`src/rtl/serial_pkg.sv`:
```
// serial_pkg: shared definitions for the single-wire parity link.
// Frame: start(0), DATA_BITS payload bits LSB-first, even-parity bit, stop(1).
// Contents: receiver state enum, line-level constants, frame length and an
// even-parity helper usable by both ends of the link.
package serial_pkg;

  typedef enum logic [2:0] {
    IDLE,
    DATA,
    PARITY,
    STOP,
    BREAK
  } rx_state_t;

  localparam logic START_BIT  = 1'b0;
  localparam logic STOP_BIT   = 1'b1;
  localparam logic IDLE_LEVEL = 1'b1;

  localparam int DEFAULT_DATA_BITS = 8;
  localparam int FRAME_LEN = DEFAULT_DATA_BITS + 3;

  // Parity bit that makes the total number of ones (data + parity) even.
  function automatic logic even_parity(input logic [7:0] value);
    return ^value;
  endfunction

endpackage

```
`src/rtl/serial_parity_receiver_shift.sv`:
```
// rx_shift_parity: payload deserialiser with running XOR.
// Ports:
//   clk, rst_n   clock / async active-low reset
//   clear        zero the shift register and the parity accumulator
//   shift        shift bit_in in (LSB-first frame, so new bits enter at MSB)
//   bit_in       sampled line bit
//   shreg        assembled payload; valid after DATA_BITS shifts
//   acc          XOR of all bits shifted in since the last clear
module rx_shift_parity
  import serial_pkg::*;
#(
  parameter int DATA_BITS = DEFAULT_DATA_BITS
) (
  input  logic                 clk,
  input  logic                 rst_n,
  input  logic                 clear,
  input  logic                 shift,
  input  logic                 bit_in,
  output logic [DATA_BITS-1:0] shreg,
  output logic                 acc
);

  // Shifting right with insertion at the MSB lands the first received bit
  // at index 0 once all DATA_BITS have arrived.
  always_ff @(posedge clk or negedge rst_n) begin
    if (!rst_n) begin
      shreg <= '0;
      acc   <= 1'b0;
    end else if (clear) begin
      shreg <= '0;
      acc   <= 1'b0;
    end else if (shift) begin
      if (DATA_BITS > 1) begin
        shreg <= {bit_in, shreg[DATA_BITS-1:1]};
      end else begin
        shreg <= bit_in;
      end
      acc <= acc ^ bit_in;
    end
  end

endmodule

```
`src/rtl/serial_parity_receiver.sv`:
```
// serial_parity_receiver: single-wire frame receiver with valid/ready output.
// Ports:
//   clk         clock; line sampled on every rising edge (one bit per cycle)
//   rst_n       async active-low reset
//   data        serial line, idle high; X/Z treated as idle
//   bus         received payload, stable while valid
//   valid       payload pending; held until valid && ready
//   ready       consumer accept
//   parity_err  parity mismatch for the payload on bus
//   frame_err   one-cycle pulse when a stop bit samples 0
//   overrun     sticky: a good frame was dropped while valid was pending
//
// state  | meaning
// IDLE   | waiting for a start bit (line low)
// DATA   | sampling payload bits, LSB first
// PARITY | sampling the parity bit
// STOP   | sampling the stop bit; deliver, drop or flag framing error
// BREAK  | line held low after a framing error; wait for it to go high
module serial_parity_receiver
  import serial_pkg::*;
#(
  parameter int DATA_BITS = DEFAULT_DATA_BITS
) (
  input  logic                 clk,
  input  logic                 rst_n,
  input  logic                 data,
  output logic [DATA_BITS-1:0] bus,
  output logic                 valid,
  input  logic                 ready,
  output logic                 parity_err,
  output logic                 frame_err,
  output logic                 overrun
);

  localparam int CNT_W = (DATA_BITS > 1) ? $clog2(DATA_BITS) : 1;
  localparam logic [CNT_W-1:0] CNT_LOAD = CNT_W'(DATA_BITS - 1);

  rx_state_t state, state_nx;

  logic                 line_bit;
  logic [CNT_W-1:0]     bits_left;
  logic                 sh_clear;
  logic                 sh_shift;
  logic                 perr_cap;
  logic                 load;
  logic                 drop;
  logic                 ferr_set;
  logic                 accept;
  logic                 perr_pend;
  logic [DATA_BITS-1:0] shreg;
  logic                 acc;

  // Only a definite 0 counts as low, so a floating or unknown line never
  // starts a frame.
  assign line_bit = (data === START_BIT) ? START_BIT : IDLE_LEVEL;

  assign accept = valid && ready;

  rx_shift_parity #(
    .DATA_BITS(DATA_BITS)
  ) u_shift (
    .clk   (clk),
    .rst_n (rst_n),
    .clear (sh_clear),
    .shift (sh_shift),
    .bit_in(line_bit),
    .shreg (shreg),
    .acc   (acc)
  );

  always_ff @(posedge clk or negedge rst_n) begin
    if (!rst_n) begin
      state <= IDLE;
    end else begin
      state <= state_nx;
    end
  end

  always_comb begin
    state_nx = state;
    sh_clear = 1'b0;
    sh_shift = 1'b0;
    perr_cap = 1'b0;
    load     = 1'b0;
    drop     = 1'b0;
    ferr_set = 1'b0;
    case (state)
      IDLE: begin
        if (line_bit == START_BIT) begin
          sh_clear = 1'b1;
          state_nx = DATA;
        end
      end
      DATA: begin
        sh_shift = 1'b1;
        if (bits_left == '0) begin
          state_nx = PARITY;
        end
      end
      PARITY: begin
        perr_cap = 1'b1;
        state_nx = STOP;
      end
      STOP: begin
        if (line_bit == STOP_BIT) begin
          // A consumer accepting on this same edge frees the slot.
          if (!valid || ready) begin
            load = 1'b1;
          end else begin
            drop = 1'b1;
          end
          state_nx = IDLE;
        end else begin
          ferr_set = 1'b1;
          state_nx = BREAK;
        end
      end
      BREAK: begin
        if (line_bit == IDLE_LEVEL) begin
          state_nx = IDLE;
        end
      end
      default: state_nx = IDLE;
    endcase
  end

  // Terminal-count down-counter: DATA lasts exactly DATA_BITS samples.
  always_ff @(posedge clk or negedge rst_n) begin
    if (!rst_n) begin
      bits_left <= '0;
    end else if (sh_clear) begin
      bits_left <= CNT_LOAD;
    end else if (sh_shift && (bits_left != '0)) begin
      bits_left <= bits_left - 1'b1;
    end
  end

  always_ff @(posedge clk or negedge rst_n) begin
    if (!rst_n) begin
      perr_pend  <= 1'b0;
      bus        <= '0;
      valid      <= 1'b0;
      parity_err <= 1'b0;
      frame_err  <= 1'b0;
      overrun    <= 1'b0;
    end else begin
      if (perr_cap) begin
        perr_pend <= line_bit ^ acc;
      end
      if (load) begin
        bus        <= shreg;
        parity_err <= perr_pend;
      end
      if (load) begin
        valid <= 1'b1;
      end else if (accept) begin
        valid <= 1'b0;
      end
      // drop only happens while valid && !ready, so it never meets accept.
      if (drop) begin
        overrun <= 1'b1;
      end else if (accept) begin
        overrun <= 1'b0;
      end
      frame_err <= ferr_set;
    end
  end

endmodule

```
`config.mk`:
```
export PLATFORM = sky130hd
export DESIGN_NAME = serial_parity_receiver
export DESIGN_NICKNAME = d
export VERILOG_FILES = /design/src/rtl/serial_pkg.sv /design/src/rtl/serial_parity_receiver_shift.sv /design/src/rtl/serial_parity_receiver.sv
export SDC_FILE = /design/constraint.sdc
export NUM_CORES = 1
export LEC_CHECK = 0
export ABC_CLOCK_PERIOD_IN_PS = 3000
export BUFFER_PORTS_ARGS = -buffer_cell sky130_fd_sc_hd__buf_2
export CORE_UTILIZATION = 35
export CTS_CLUSTER_DIAMETER = 30
export DETAILED_ROUTE_END_ITERATION = 12
export PLACE_DENSITY_LB_ADDON = 0.25
export SETUP_SLACK_MARGIN = 0.02
export SLEW_MARGIN = 20
export SYNTH_ARGS = -nofsm -noshare
export SYNTH_HDL_FRONTEND = slang
export SYNTH_HIERARCHICAL = 1
export SYNTH_SLANG_ARGS = --single-unit
```
`constraint.sdc`:
```
create_clock -name clk -period 3 [get_ports clk]
set_input_delay 0.6 -clock clk [delete_from_list [all_inputs] [get_ports clk]]
set_output_delay 0.6 -clock clk [all_outputs]
set_load 0.005 [all_outputs]
```
# --- Word level (Yosys, flattened, before mapping) ---
# Index checks and enable logic that the tools add are counted.
word_totals:
  register_bits: 28
  latchBits: 0
  mem_bits_rw: 0
  mem_bits_ro: 0
  output_inout_bits: 12
  wordCells: 58
  mem_count: 0
classes:
  addsub: 1
  mul: 0
  div_mod_pow: 0
  order_cmp: 0
  eq_ne: 8
  shift: 0
  mux: 26
  bitwise_logic: 1
  n_reduce_logical: 12
ops:
  columns: ["cell", "count"]
  rows:
  - ["two-way mux 3 bit", 6]
  - ["two-way mux 1 bit", 17]
  - ["two-way mux 8 bit", 2]
  - ["one-hot mux 3 bit (5 select lines)", 1]
  - ["nonzero test 2 bit", 4]
  - ["== test 3 x 2 -> 1 bit, second input constant", 2]
  - ["logical NOT 3 bit", 2]
  - ["inequality test 2 bit, second input constant", 3]
  - ["== test 3 x 1 -> 1 bit, second input constant", 1]
  - ["== test 3 bit, second input constant", 1]
  - ["AND reduction 3 bit", 1]
  - ["nonzero test 3 bit", 1]
  - ["subtractor 3 x 1 -> 3 bit, second input constant", 1]
  - ["logical AND 1 bit", 2]
  - ["case equality test 1 bit, second input constant", 1]
  - ["logical NOT 1 bit", 1]
  - ["logical OR 1 bit", 1]
  - ["bitwise XOR 1 bit", 1]

# --- Longest topological paths before layout ---
depth:
  depth_word: 6
  mapped_depth: 7

# --- By module ---
# The synthesis kept the hierarchy.
modules_own_cells:
  columns: ["module", "instances", "cells_per_inst", "area_each_um2", "seq_area_each_um2"]
  rows:
  - ["serial_parity_receiver", 1, 69, 852.1, 475.5]
  - ["rx_shift_parity", 1, 30, 376.6, 225.2]

# --- Worst setup path before layout ---
# OpenSTA, ideal clock, no wires.
synth_timing:
  kind: "input to register"
  startpoint: "input port data"
  endpoint: "register u_shift.shreg[0]"
  setup_ps: 132
  arrival_ps: 1572
  setup_slack_ps: 1297
  path_stages: 4
  path_cell_list: "or4_1 -> inv_1 -> buf_1 -> nor2_1"
synth_between:
  elab_chain_cells: 4
synth_lines:
  columns: ["item", "line", "source"]
  rows:
  - ["from (decl)", "serial_parity_receiver.sv:26", "input logic data,"]
  - ["case equality test 1 bit (*)", "serial_parity_receiver.sv:55", "assign line_bit = (data === START_BIT) ? START_BIT : IDLE_LEVEL;"]
  - ["two-way mux 1 bit (*)", "serial_parity_receiver.sv:89", "if (line_bit == START_BIT) begin"]
  - ["two-way mux 1 bit (*)", "serial_parity_receiver.sv:87", "case (state)"]
  - ["via sh_clear", "serial_parity_receiver.sv:42", "logic sh_clear;"]
  - ["two-way mux 8 bit / nonzero test 2 bit (equally long branches)", null, null]
  - ["to (signal assigned)", "serial_parity_receiver_shift.sv:34", "shreg <= {bit_in, shreg[DATA_BITS-1:1]};"]
  - ["to (signal assigned)", "serial_parity_receiver_shift.sv:36", "shreg <= bit_in;"]
  - ["to (decl)", "serial_parity_receiver_shift.sv:19", "output logic [DATA_BITS-1:0] shreg,"]
# The timed path passes the listed nets; every way through them passes the cells marked *.
# A chain may end at the register's enable or synchronous reset.

# --- Worst setup path after layout ---
layout_timing:
  startpoint: "register bits_left[0]"
  endpoint: "register bits_left[1]"
layout_between:
  elab_chain_cells: 3
layout_lines:
  columns: ["item", "line", "source"]
  rows:
  - ["from (decl)", "serial_parity_receiver.sv:41", "logic [CNT_W-1:0] bits_left;"]
  - ["from (signal assigned)", "serial_parity_receiver.sv:134", "bits_left <= bits_left - 1'b1;"]
  - ["subtractor 3 x 1 -> 3 bit / nonzero test 3 bit (equally long branches)", "serial_parity_receiver.sv:134, serial_parity_receiver.sv:133", null]
  - ["two-way mux 3 bit / logical AND 1 bit (equally long branches)", "serial_parity_receiver.sv:133", "end else if (sh_shift && (bits_left != '0)) begin"]
  - ["two-way mux 3 bit / nonzero test 2 bit (equally long branches)", null, null]
# Parallel ways exist; a longest one is shown, timed or not. The select of a mux whose other input is x is not followed.

==> results.toml <==
[status]
status = "finished, final reports clean"

[clock_tree]
cts-buffers-inserted = 3
clock_slew_at_reported_path_ffs_ns = 0.15
cts_setup_buffers = 0
worstSkewPairLatency_ns = 0.33
cts.root.buffer_cell = "sky130_fd_sc_hd__clkbuf_4"
post_cts_resized = 0
postCtsHoldBufs = 0
cts_num_sinks = 28
clock_tree.htree_level_count = 1
clock_path_buffers = 2
tritoncts_clock_tree = "done"

[pwr]
power.ir.vdd_worst_mv = 0.321
p_sw_mw = 0.492
areal_power_density_over_the_cells_nw_per_um2 = 1050
p_leak_nw = 0.704
share_seq_of_total_power = 0.445
power.combinational.fraction = 0.387
finalPower_mw = 1.46
switching_share = 0.337
clkPwrFrac = 0.168
cell_internal_power_mw = 0.968

[die]
design.core.area_um2 = 3340
die_area_um2 = 3750
starting_utilization_of_the_core_area = 0.368
fp-row-count = 21
ioPinCount = 16
die_height_um = 61.3
chip_width_um = 61.3

[detailed_routing]
drtPass1Iterations = 3
ant_nets = 0
route.detailed.drc = 0
violation_count_after_the_first_detailed_routing_iteration = 9
wire_per_inst_um = 11.9
vias = 735
totalWireLength_um = 1900
avgViaCountPerCell = 4.59

[synth]
yosys_register_bits = 28
synth-warning-count = 6
number_of_cells_produced_by_synthesis = 99
syn_nets = 105
synthesis.area_per_instance_um2 = 12.4
synth-async-reset-ratio = 1.00
syn_area_um2 = 1230
synth_sequential_area_ratio = 0.570
postSynth.topFlopCell = "sky130_fd_sc_hd__dfrtp_1"
number_of_flops_mapped_to_enable_cells_by_yosys = 0
synth.distinct_cells = 25

[worst_setup_path]
timing.setup.critical_path_class = "reg2reg"
type_of_destination_of_the_critical_path = "register"
cp.arrival_ns = 1.97
worst_r2r_startpoint = "bits_left[0]"
worstSetupStartpoint = "bits_left[0]"
worstPathMaxFanout = 5
startpoint_kind_of_the_worst_setup_timing_path = "register"
worst_endpoint_required_time_ns = 3.21

[timing]
min_period_ns = 1.77
clock-skew-final_ns = 0.0106
rsz0062_at_grt = "no"
min_period_over_period = 0.588
transition_time_at_the_pin_with_the_least_slew_margin_ns = 0.606
fmax_mhz = 567
timing.max_slew.rel_slack = 0.596
final_hold_viol_count = 0
fin_hold_ws_ns = 0.249
number_of_failing_setup_endpoints_in_the_final_timing_report = 0
final-max-slew-violation-count = 0
setup_tns_ns = 0

[placed_design]
port_buffers = 15
gpl.final_weighted_congestion = 0.729
dpl.hpwl_um = 1290

[layout]
drive_above_1_share = 0.289
antennaDiodeCount = 0
final_net_count = 121
syn_to_final_growth_pct = 13.2

[global_routing]
track_usage = 0.113
grt_antenna_before_repair = 0
grt_pass1_vias = 678
grt_first_pass_wirelength_um = 3150
globalRouteOverflowTotal = 0
grt_max_degree = 29

[hold_path]
holdCritPathClass = "in2async"

[run]
max_cap_violations = 0
[power groups by stage]
stage / Clock (mW) / Combinational (mW) / Sequential, mW
floorplan: 0 / 0.483 / 0.618
global placement: 0 / 0.560 / 0.654
finish: 0.246 / 0.565 / 0.649
global route: 0.264 / 0.649 / 0.675
CTS: 0.254 / 0.579 / 0.651
detailed placement: 0 / 0.574 / 0.660
[state kept, by name, indices dropped and copies added, names as in the netlist]
name           cells
perr_pend          1
parity_err         1
valid              1
bits_left          3
frame_err          1
u_shift/acc        1
bus                8
overrun            1
state              3
u_shift/shreg      8
[placed cells by master (no fill, tap or decap), drive strengths merged]
| cell | Yosys | final |
|---|---|---|
| buf | 5 | 16 |
| bufinv | 0 | 1 |
| mux2 | 9 | 9 |
| nand4b | 1 | 1 |
| nand2 | 4 | 4 |
| nor3b | 2 | 2 |
| o211ai | 2 | 2 |
| a21oi | 5 | 5 |
| nand3b | 3 | 3 |
| inv | 6 | 6 |
| nor2 | 13 | 13 |
| or4b | 1 | 1 |
| ha | 2 | 2 |
| a2bb2oi | 1 | 1 |
| clkbuf | 0 | 3 |
| nand2b | 2 | 2 |
| xnor2 | 2 | 2 |
| mux2i | 8 | 8 |
| a21bo | 1 | 1 |
| dfrtp | 28 | 28 |
| or4 | 1 | 1 |
| o21ai | 3 | 3 |
[layout make-up]
type                            instances  area, um2
Timing Repair Buffer                   16       82.6
Multi-Input combinational cell         60        475
Fill cell                             334       1950
Clock buffer                            3       22.5
Sequential cell                        28        701
Inverter                                6       22.5
Tap cell                               46       57.6
Clock inverter                          1       30.0
[path summary, 6_finish.rpt]
path / cells after the start / slack (ns) / to
max: 6 / 1.23 / bits_left[1]
min: 1 / 0.25 / bus[2]
max reg2reg: 6 / 1.23 / bits_left[1]
min reg2reg: 1 / 0.52 / parity_err
max in group asynchronous: 1 / 2.35 / state[2]
min in group clk: 2 / 0.47 / overrun
[synthesized netlist by cell type (3+ instances only)]
master / n / area [um2]
sky130_fd_sc_hd__mux2_2: 9 / 101
sky130_fd_sc_hd__nand3b_1: 3 / 22.5
sky130_fd_sc_hd__nor2_1: 13 / 48.8
sky130_fd_sc_hd__dfrtp_1: 28 / 701
sky130_fd_sc_hd__a21oi_1: 3 / 15.0
sky130_fd_sc_hd__mux2i_1: 8 / 80.1
sky130_fd_sc_hd__inv_1: 6 / 22.5
sky130_fd_sc_hd__o21ai_0: 3 / 15.0
sky130_fd_sc_hd__nand2_1: 4 / 15.0
sky130_fd_sc_hd__buf_2: 3 / 15.0
[per-stage QoR]
step                utilization  instance area [um2]  setup slack (ns)  cells
finish                    0.417                 1390              1.23    160
global route              0.417                 1390              1.09    160
CTS                       0.417                 1390              1.23    160
detailed placement        0.401                 1340              1.13    156
global placement          0.401                 1340              1.15    156
floorplan                     -                 1230              1.30     99
[logic make-up (layout without fill, tap and decap cells)]
| kind of cell | after synthesis | in the layout | synth area share |
|---|---|---|---|
| compound gates | 12 | 12 | 0.0723 |
| xor+xnor | 2 | 2 | 0.0204 |
| fa+ha+maj | 2 | 2 | 0.0204 |
| buf+inv | 11 | 26 | 0.0428 |
| flops | 28 | 28 | 0.570 |
| mux | 17 | 17 | 0.148 |
| simple gates | 27 | 27 | 0.126 |
[metal layers]
layer / share of wire / track usage / up-vias
met2: 0.46 / 0.175 / 12
met3: 0.025 / 0.0147 / 4
met1: 0.49 / 0.156 / 355
met5: 0 / 0 / -
li1: - / - / 364
met4: 0.020 / 0.0584 / 0
[worst max-delay path, cell delays in order, from the launching register on]
cell                       delay [ns]
sky130_fd_sc_hd__dfrtp_1         0.35
sky130_fd_sc_hd__inv_1           0.07
sky130_fd_sc_hd__ha_1            0.21
sky130_fd_sc_hd__ha_1            0.20
sky130_fd_sc_hd__or4b_1          0.60
sky130_fd_sc_hd__nand2_1         0.12
sky130_fd_sc_hd__o211ai_1        0.11
Note: power is estimated with default switching activity, not from simulation.
